File: src/rtl/bram_initiator_pkg.sv
// Shared definitions for the BRAM port initiator.
//   state_t      : controller states (IDLE, RMW_MERGE)
//   byte_merge() : per-byte select between an old and a new word under a mask
//   MASK_ONES    : all-ones byte mask; users slice it to DATA_WIDTH/8 bits
package bram_initiator_pkg;

    typedef enum logic [0:0] {
        IDLE      = 1'b0,
        RMW_MERGE = 1'b1
    } state_t;

    // The merge helper works on a fixed maximum width so it can serve any
    // DATA_WIDTH; callers zero-extend inputs and truncate the result.
    localparam int MERGE_MAX_W = 1024;
    localparam int MASK_MAX_W  = MERGE_MAX_W / 8;

    localparam logic [MASK_MAX_W-1:0] MASK_ONES = '1;

    function automatic logic [MERGE_MAX_W-1:0] byte_merge(
        input logic [MERGE_MAX_W-1:0] old_word,
        input logic [MERGE_MAX_W-1:0] new_word,
        input logic [MASK_MAX_W-1:0]  mask
    );
        logic [MERGE_MAX_W-1:0] res;
        for (int i = 0; i < MASK_MAX_W; i++)
            res[i*8 +: 8] = mask[i] ? new_word[i*8 +: 8] : old_word[i*8 +: 8];
        return res;
    endfunction

endpackage

File: src/rtl/bram_port_initiator_if.sv
// Requester-side bus of the BRAM port initiator.
//   req_*  : valid/ready request channel (read, full write, byte-masked write)
//   resp_* : valid/ready read-response channel, data in request order
// master = requester (core side), slave = bram_port_initiator.
interface bram_port_initiator_if #(
    parameter int DATA_WIDTH = 32,
    parameter int ADDR_WIDTH = 8
) ();
    logic                    req_valid;
    logic                    req_ready;
    logic                    req_write;
    logic [DATA_WIDTH/8-1:0] req_byteEnable;
    logic [ADDR_WIDTH-1:0]   req_address;
    logic [DATA_WIDTH-1:0]   req_writeData;

    logic                    resp_valid;
    logic                    resp_ready;
    logic [DATA_WIDTH-1:0]   resp_readData;

    modport master (
        output req_valid, req_write, req_byteEnable, req_address, req_writeData,
        output resp_ready,
        input  req_ready, resp_valid, resp_readData
    );

    modport slave (
        input  req_valid, req_write, req_byteEnable, req_address, req_writeData,
        input  resp_ready,
        output req_ready, resp_valid, resp_readData
    );
endinterface

File: src/rtl/bram_resp_fifo.sv
// First-word-fall-through response FIFO.
//   clock, reset : single clock, synchronous active-high reset
//   push/push_data : enqueue one word
//   pop            : dequeue the head (caller guarantees non-empty)
//   count          : occupancy, 0..RESP_DEPTH
//   head           : oldest entry, valid whenever count != 0
// Push and pop in the same cycle are allowed at any occupancy.
module bram_resp_fifo #(
    parameter int DATA_WIDTH = 32,
    parameter int RESP_DEPTH = 2
) (
    input  logic                              clock,
    input  logic                              reset,
    input  logic                              push,
    input  logic [DATA_WIDTH-1:0]             push_data,
    input  logic                              pop,
    output logic [$clog2(RESP_DEPTH+1)-1:0]   count,
    output logic [DATA_WIDTH-1:0]             head
);
    localparam int PTR_W = (RESP_DEPTH > 1) ? $clog2(RESP_DEPTH) : 1;
    localparam int CNT_W = $clog2(RESP_DEPTH + 1);
    localparam logic [PTR_W-1:0] LAST = PTR_W'(RESP_DEPTH - 1);

    logic [DATA_WIDTH-1:0] mem [RESP_DEPTH];
    logic [PTR_W-1:0]      wr_ptr, rd_ptr;
    logic [CNT_W-1:0]      cnt;

    // Pointers wrap at RESP_DEPTH, which need not be a power of two.
    function automatic logic [PTR_W-1:0] bump(input logic [PTR_W-1:0] p);
        return (p == LAST) ? '0 : p + 1'b1;
    endfunction

    always_ff @(posedge clock) begin
        if (reset) begin
            wr_ptr <= '0;
            rd_ptr <= '0;
            cnt    <= '0;
        end else begin
            if (push) wr_ptr <= bump(wr_ptr);
            if (pop)  rd_ptr <= bump(rd_ptr);
            case ({push, pop})
                2'b10:   cnt <= cnt + 1'b1;
                2'b01:   cnt <= cnt - 1'b1;
                default: ;
            endcase
        end
    end

    // Storage carries no reset; occupancy alone decides what is valid.
    always_ff @(posedge clock) begin
        if (push) mem[wr_ptr] <= push_data;
    end

    assign count = cnt;
    assign head  = mem[rd_ptr];

endmodule

File: src/rtl/bram_port_initiator.sv
// Drives one port of a dual-port BRAM for a valid/ready requester.
//   clock, reset        : single clock, synchronous active-high reset
//   bus (slave)         : request and buffered read-response channels
//   bram_readEnable     : BRAM read strobe (reads and the RMW pre-read)
//   bram_writeEnable    : BRAM write strobe (full writes and the RMW merge)
//   bram_address        : BRAM word address
//   bram_writeData      : BRAM write data
//   bram_readData       : BRAM read data, valid the cycle after readEnable
//   busy                : work outstanding (RMW, read in flight, or buffered data)
// Byte-masked writes become a read followed one cycle later by a merged write.
module bram_port_initiator
    import bram_initiator_pkg::*;
#(
    parameter int DATA_WIDTH = 32,
    parameter int ADDR_WIDTH = 8,
    parameter int RESP_DEPTH = 2
) (
    input  logic                  clock,
    input  logic                  reset,
    bram_port_initiator_if.slave  bus,
    output logic                  bram_readEnable,
    output logic                  bram_writeEnable,
    output logic [ADDR_WIDTH-1:0] bram_address,
    output logic [DATA_WIDTH-1:0] bram_writeData,
    input  logic [DATA_WIDTH-1:0] bram_readData,
    output logic                  busy
);
    localparam int BE_W  = DATA_WIDTH / 8;
    localparam int CNT_W = $clog2(RESP_DEPTH + 1);
    localparam logic [BE_W-1:0] FULL_MASK = MASK_ONES[BE_W-1:0];

    state_t                state_q, state_d;
    logic                  rd_inflight_q;
    logic [ADDR_WIDTH-1:0] rmw_addr_q;
    logic [DATA_WIDTH-1:0] rmw_data_q;
    logic [BE_W-1:0]       rmw_mask_q;

    logic                  fifo_push, fifo_pop;
    logic [CNT_W-1:0]      fifo_count;
    logic [DATA_WIDTH-1:0] fifo_head;

    logic credit_ok, accept, mask_full, mask_zero, rmw_start;

    // Every accepted request reserves a buffer slot: a read accepted now
    // lands in the FIFO two cycles later, possibly while the requester stalls.
    // Credit freed by a pop is only seen the cycle after the pop.
    assign credit_ok = (int'(fifo_count) + int'(rd_inflight_q)) < RESP_DEPTH;

    assign bus.req_ready = !reset && (state_q == IDLE) && credit_ok;
    assign accept        = bus.req_valid && bus.req_ready;
    assign mask_full     = (bus.req_byteEnable == FULL_MASK);
    assign mask_zero     = (bus.req_byteEnable == '0);
    assign rmw_start     = accept && bus.req_write && !mask_full && !mask_zero;

    always_comb begin
        state_d          = state_q;
        bram_readEnable  = 1'b0;
        bram_writeEnable = 1'b0;
        bram_address     = bus.req_address;
        bram_writeData   = bus.req_writeData;
        case (state_q)
            IDLE: begin
                if (accept) begin
                    if (!bus.req_write) begin
                        bram_readEnable = 1'b1;
                    end else if (mask_full) begin
                        bram_writeEnable = 1'b1;
                    end else if (!mask_zero) begin
                        bram_readEnable = 1'b1;
                        state_d         = RMW_MERGE;
                    end
                end
            end
            RMW_MERGE: begin
                // Old word arrives this cycle from the pre-read; a reset here
                // drops the merge so memory stays untouched.
                bram_writeEnable = !reset;
                bram_address     = rmw_addr_q;
                bram_writeData   = DATA_WIDTH'(byte_merge(MERGE_MAX_W'(bram_readData),
                                                          MERGE_MAX_W'(rmw_data_q),
                                                          MASK_MAX_W'(rmw_mask_q)));
                state_d          = IDLE;
            end
            default: state_d = IDLE;
        endcase
    end

    always_ff @(posedge clock) begin
        if (reset) begin
            state_q       <= IDLE;
            rd_inflight_q <= 1'b0;
        end else begin
            state_q       <= state_d;
            rd_inflight_q <= accept && !bus.req_write;
        end
    end

    always_ff @(posedge clock) begin
        if (rmw_start) begin
            rmw_addr_q <= bus.req_address;
            rmw_data_q <= bus.req_writeData;
            rmw_mask_q <= bus.req_byteEnable;
        end
    end

    assign fifo_push = rd_inflight_q;
    assign fifo_pop  = bus.resp_valid && bus.resp_ready;

    bram_resp_fifo #(
        .DATA_WIDTH (DATA_WIDTH),
        .RESP_DEPTH (RESP_DEPTH)
    ) u_fifo (
        .clock     (clock),
        .reset     (reset),
        .push      (fifo_push),
        .push_data (bram_readData),
        .pop       (fifo_pop),
        .count     (fifo_count),
        .head      (fifo_head)
    );

    assign bus.resp_valid    = !reset && (fifo_count != '0);
    assign bus.resp_readData = fifo_head;
    assign busy = !reset && ((state_q != IDLE) || rd_inflight_q || (fifo_count != '0));

endmodule

File: src/flat_wrapper.sv
// flat-port wrapper written by rule: the top's interface ports become plain ports
module bram_port_initiator_flat import bram_initiator_pkg::*;
#(
    parameter int DATA_WIDTH = 32,
    parameter int ADDR_WIDTH = 8,
    parameter int RESP_DEPTH = 2
)
  (clock, reset, bram_readEnable, bram_writeEnable, bram_address, bram_writeData, bram_readData, busy, bus_req_valid, bus_req_write, bus_req_byteEnable, bus_req_address, bus_req_writeData, bus_resp_ready, bus_req_ready, bus_resp_valid, bus_resp_readData);
  bram_port_initiator_if #(.DATA_WIDTH(DATA_WIDTH), .ADDR_WIDTH(ADDR_WIDTH)) bus_i ();
  input  logic clock;
  input  logic reset;
  output logic bram_readEnable;
  output logic bram_writeEnable;
  output logic [ADDR_WIDTH-1:0] bram_address;
  output logic [DATA_WIDTH-1:0] bram_writeData;
  input  logic [DATA_WIDTH-1:0] bram_readData;
  output logic busy;
  input wire logic [$bits(bus_i.req_valid)-1:0] bus_req_valid;
  input wire logic [$bits(bus_i.req_write)-1:0] bus_req_write;
  input wire logic [$bits(bus_i.req_byteEnable)-1:0] bus_req_byteEnable;
  input wire logic [$bits(bus_i.req_address)-1:0] bus_req_address;
  input wire logic [$bits(bus_i.req_writeData)-1:0] bus_req_writeData;
  input wire logic [$bits(bus_i.resp_ready)-1:0] bus_resp_ready;
  output wire logic [$bits(bus_i.req_ready)-1:0] bus_req_ready;
  output wire logic [$bits(bus_i.resp_valid)-1:0] bus_resp_valid;
  output wire logic [$bits(bus_i.resp_readData)-1:0] bus_resp_readData;
  assign bus_i.req_valid = bus_req_valid;
  assign bus_i.req_write = bus_req_write;
  assign bus_i.req_byteEnable = bus_req_byteEnable;
  assign bus_i.req_address = bus_req_address;
  assign bus_i.req_writeData = bus_req_writeData;
  assign bus_i.resp_ready = bus_resp_ready;
  assign bus_req_ready = bus_i.req_ready;
  assign bus_resp_valid = bus_i.resp_valid;
  assign bus_resp_readData = bus_i.resp_readData;
  bram_port_initiator #(.DATA_WIDTH(DATA_WIDTH), .ADDR_WIDTH(ADDR_WIDTH), .RESP_DEPTH(RESP_DEPTH)) u_core (.clock(clock), .reset(reset), .bus(bus_i), .bram_readEnable(bram_readEnable), .bram_writeEnable(bram_writeEnable), .bram_address(bram_address), .bram_writeData(bram_writeData), .bram_readData(bram_readData), .busy(busy));
endmodule
File: config.mk
export PLATFORM = sky130hd
export DESIGN_NAME = bram_port_initiator_flat
export DESIGN_NICKNAME = d
export VERILOG_FILES = /design/src/rtl/bram_initiator_pkg.sv /design/src/rtl/bram_port_initiator_if.sv /design/src/rtl/bram_resp_fifo.sv /design/src/rtl/bram_port_initiator.sv /design/src/flat_wrapper.sv
export SDC_FILE = /design/constraint.sdc
export NUM_CORES = 1
export LEC_CHECK = 0
export BUFFER_PORTS_ARGS = -buffer_cell sky130_fd_sc_hd__buf_2
export CAP_MARGIN = 20
export CORE_MARGIN = 2
export CORE_UTILIZATION = 40
export CTS_BUF_LIST = sky130_fd_sc_hd__clkbuf_2
export DETAILED_ROUTE_END_ITERATION = 8
export PLACE_DENSITY = 0.73
export SYNTH_ARGS = -nofsm -noshare
export SYNTH_HDL_FRONTEND = slang
export SYNTH_SLANG_ARGS = --single-unit
File: constraint.sdc
create_clock -name clock -period 5.9 [get_ports clock]
set_clock_uncertainty 0.15 [all_clocks]
set_input_delay 1.18 -clock clock [delete_from_list [all_inputs] [get_ports clock]]
set_output_delay 1.18 -clock clock [all_outputs]
set_load 0.01 [all_outputs]
==> results.json <==
{
  "root_buffer": "clkbuf_2",
  "synth_seq_cells": 115,
  "crit_arrival_ps": 2480,
  "clockBufferDepth": 2,
  "drv_slew": 0,
  "holdPathStages": 1,
  "p_int_mw": 1.13,
  "clkPwrFrac_pct": 28.4,
  "yosys.area.top_type": "edfxtp_1",
  "leakagePower_nw": 2.33,
  "holdBufCountCts": 0,
  "power_frac_seq_pct": 61.8,
  "crit_family": "compound AO/OA/AOI/OAI gates",
  "cts_max_level": 4,
  "p_sw_uw": 362,
  "gp_congestion": 0.756,
  "critPathRequiredTime_ps": 4570,
  "ctsResizeCount": 0,
  "drtAntennaViolNets": 0,
  "reg2reg_from": "u_core.state_q",
  "slew_headroom_pct": 32.6,
  "r2r-end": "u_core.rmw_data_q[4]",
  "fin_setup_tns_ps": 0,
  "rsz0062_at_grt": "no",
  "synth_top_area_share_pct": 68.6,
  "postCtsSetupRepairBufs": 0,
  "core.rowCount": 39,
  "first_pass_iters": 4,
  "end_kind": "output pin",
  "hp-start": "u_core.u_fifo.rd_ptr",
  "slowest_delay_ps": 510,
  "synth_edf_count": 108,
  "hold_viol": 0,
  "antenna_cells": 0,
  "wl_mm": 9.73,
  "drv_cap": 0,
  "io_pins": 158,
  "grt_start_max_net_pins": 45,
  "synth_cell_type_count": 28,
  "clk_pin_slew_worst_paths_ps": 140,
  "final_common_cell": "buf_2",
  "cp_max_fo": 44,
  "crit_buf_inv": 2,
  "rr_worst_depth": 5,
  "clkLatencyLatePin_ps": 650,
  "die_h_um": 113,
  "netlist_area_um2": 4730,
  "coreArea_um2": 11500,
  "place_hpwl_mm": 6.62,
  "num_vias": 3029,
  "combPwrFrac_pct": 9.9,
  "finalSetupViolations": 0,
  "die-area_um2": 12700,
  "finalCritPeriodShare_pct": 64.5,
  "fin_util_pct": 50.8,
  "switching_share_pct": 24.2,
  "syn_to_final_growth_pct": 23.1,
  "worstHoldPathType": "flop to flop",
  "worstSetupPathType": "flop to output pin",
  "post_drt_wl_per_cell_um": 15.8,
  "fillers": 990,
  "nets": 542,
  "fp.dieW_um": 113,
  "outcome": "completed",
  "ir_drop_v": 0.000137,
  "cts.sinks": 115,
  "grt_usage_pct": 16.0,
  "rrSetupSlack_ps": 3150,
  "numCtsBuffers": 17,
  "grt_first_pass_wirelength_mm": 15.4,
  "min_to": "u_core.u_fifo.rd_ptr",
  "period_needed_ps": 3810,
  "grt-ovfl-total": 0,
  "start_util_pct": 41.2,
  "syn_inst": 300,
  "crit_chain": "buf_4 -> a2111oi_4 -> nand3_1 -> o22ai_1 -> buf_2",
  "startpoint_type": "flop",
  "port_buffers": 157,
  "tritoncts": "built",
  "drc": 0,
  "drt_iter0_markers": 109,
  "ys_seq_area_share_pct": 71.5,
  "slowest_stage": "dfxtp_2",
  "fmax_mhz": 263,
  "worstMarginPinSlew_ps": 1010,
  "grt_pass1_vias": 3036,
  "vias_per_cell": 4.92,
  "yosysWarnings": 0,
  "most-common-layout-cells": "buf_2 (157), edfxtp_1 (108), mux2_2 (38)",
  "synth_flop_cell": "edfxtp_1",
  "ys_async_sr_fraction_pct": 0,
  "ys_top_cells_by_area": "edfxtp_1 (69%), mux2_2 (9.0%), mux2i_1 (7.2%)",
  "antenna_found_initial": 0,
  "drive_above_1_share_pct": 49.3,
  "synth_nets": 382,
  "power_mw": 1.50,
  "power_density_nw_per_um2": 257,
  "syn_area_per_cell_um2": 15.8
}
[synth_stat cells (2+ instances only)]
master    number
inv_1          2
mux2_2        38
clkbuf_1       3
nor2_1        38
buf_1          3
nand2_1        2
edfxtp_1     108
a21oi_1       34
and2_1         2
mux2_1         2
mux2i_1       34
buf_2         11
xnor2_1        2
dfxtp_1        7
[kinds of logic after synthesis]
logic type                 after synthesis  synth area share [%]
DFF                                    115                  71.5
muxes                                   74                  16.7
and+or+nand+nor                         49                  4.34
AOI/OAI and AO/OA                       38                  4.63
buffers and inverters                   20                  1.96
xor gates and xnor gates                 3                 0.556
adders and majority gates                1                 0.265
[cell type report]
class	instances	area (um2)	share of cell area (%)
Sequential cell	115	3390	58.1
Multi-Input combinational cell	165	1270	21.8
Timing Repair Buffer	159	801	13.7
Tap cell	143	179	3.07
Clock buffer	23	115	1.98
Clock inverter	9	66.3	1.14
Inverter	2	7.51	0.129
[power groups by stage]
stage	registers (mW)	clock network [mW]	logic [mW]
final	0.925	0.424	0.148
after global routing	0.928	0.481	0.163
after CTS	0.925	0.446	0.149
after detailed placement	0.944	0	0.149
after global placement	0.943	0	0.146
after floorplan	0.933	0	0.0818
[worst register-to-register path: stages, from the launching register on]
cell       delay, ps
dfxtp_2          510
buf_4            360
a2111oi_4        440
nand3_1          220
nor2_4           200
buf_4            510
[worst max path at each step]
stage | end | slack (ps) | cells after the start | from
global route | bram_writeEnable | 1840 | 5 | u_core.state_q
detailed placement | bram_writeEnable | 2370 | 5 | reset
finish | bram_writeEnable | 2090 | 5 | u_core.state_q
global placement | bram_readEnable | 2400 | 5 | bus_req_byteEnable[0]
floorplan | u_core.rmw_addr_q[0] | 1560 | 4 | reset
CTS | bram_writeEnable | 1970 | 5 | u_core.state_q
[stage by stage]
step | area [um2] | hold slack, ps | setup slack, ps | cells
2_1_floorplan | 4730 | 288 | 1560 | 300
3_3_place_gp | 5640 | 299 | 2400 | 584
3_5_place_dp | 5640 | 314 | 2370 | 584
4_1_cts | 5820 | 333 | 1970 | 616
5_1_grt | 5820 | 363 | 1840 | 616
6_report | 5820 | 326 | 2090 | 616
[layer usage]
| metal | share of wire [%] | GRT usage [%] |
|---|---|---|
| met3 | 7.7 | 6.00 |
| met5 | 0 | 0 |
| met1 | 42 | 19.1 |
| met2 | 48 | 25.7 |
| met4 | 2.4 | 7.72 |
[state kept, by name (all words and copies together), names as in the netlist, named ones only]
signal                flops
u_core.u_fifo.count       2
u_core.fifo_push          1
u_core.rmw_addr_q         8
u_core.u_fifo.mem        64
u_core.u_fifo.wr_ptr      1
u_core.rmw_data_q        32
u_core.rmw_mask_q         4
u_core.u_fifo.rd_ptr      1
u_core.state_q            1
Power figures use the tool's default switching activity.
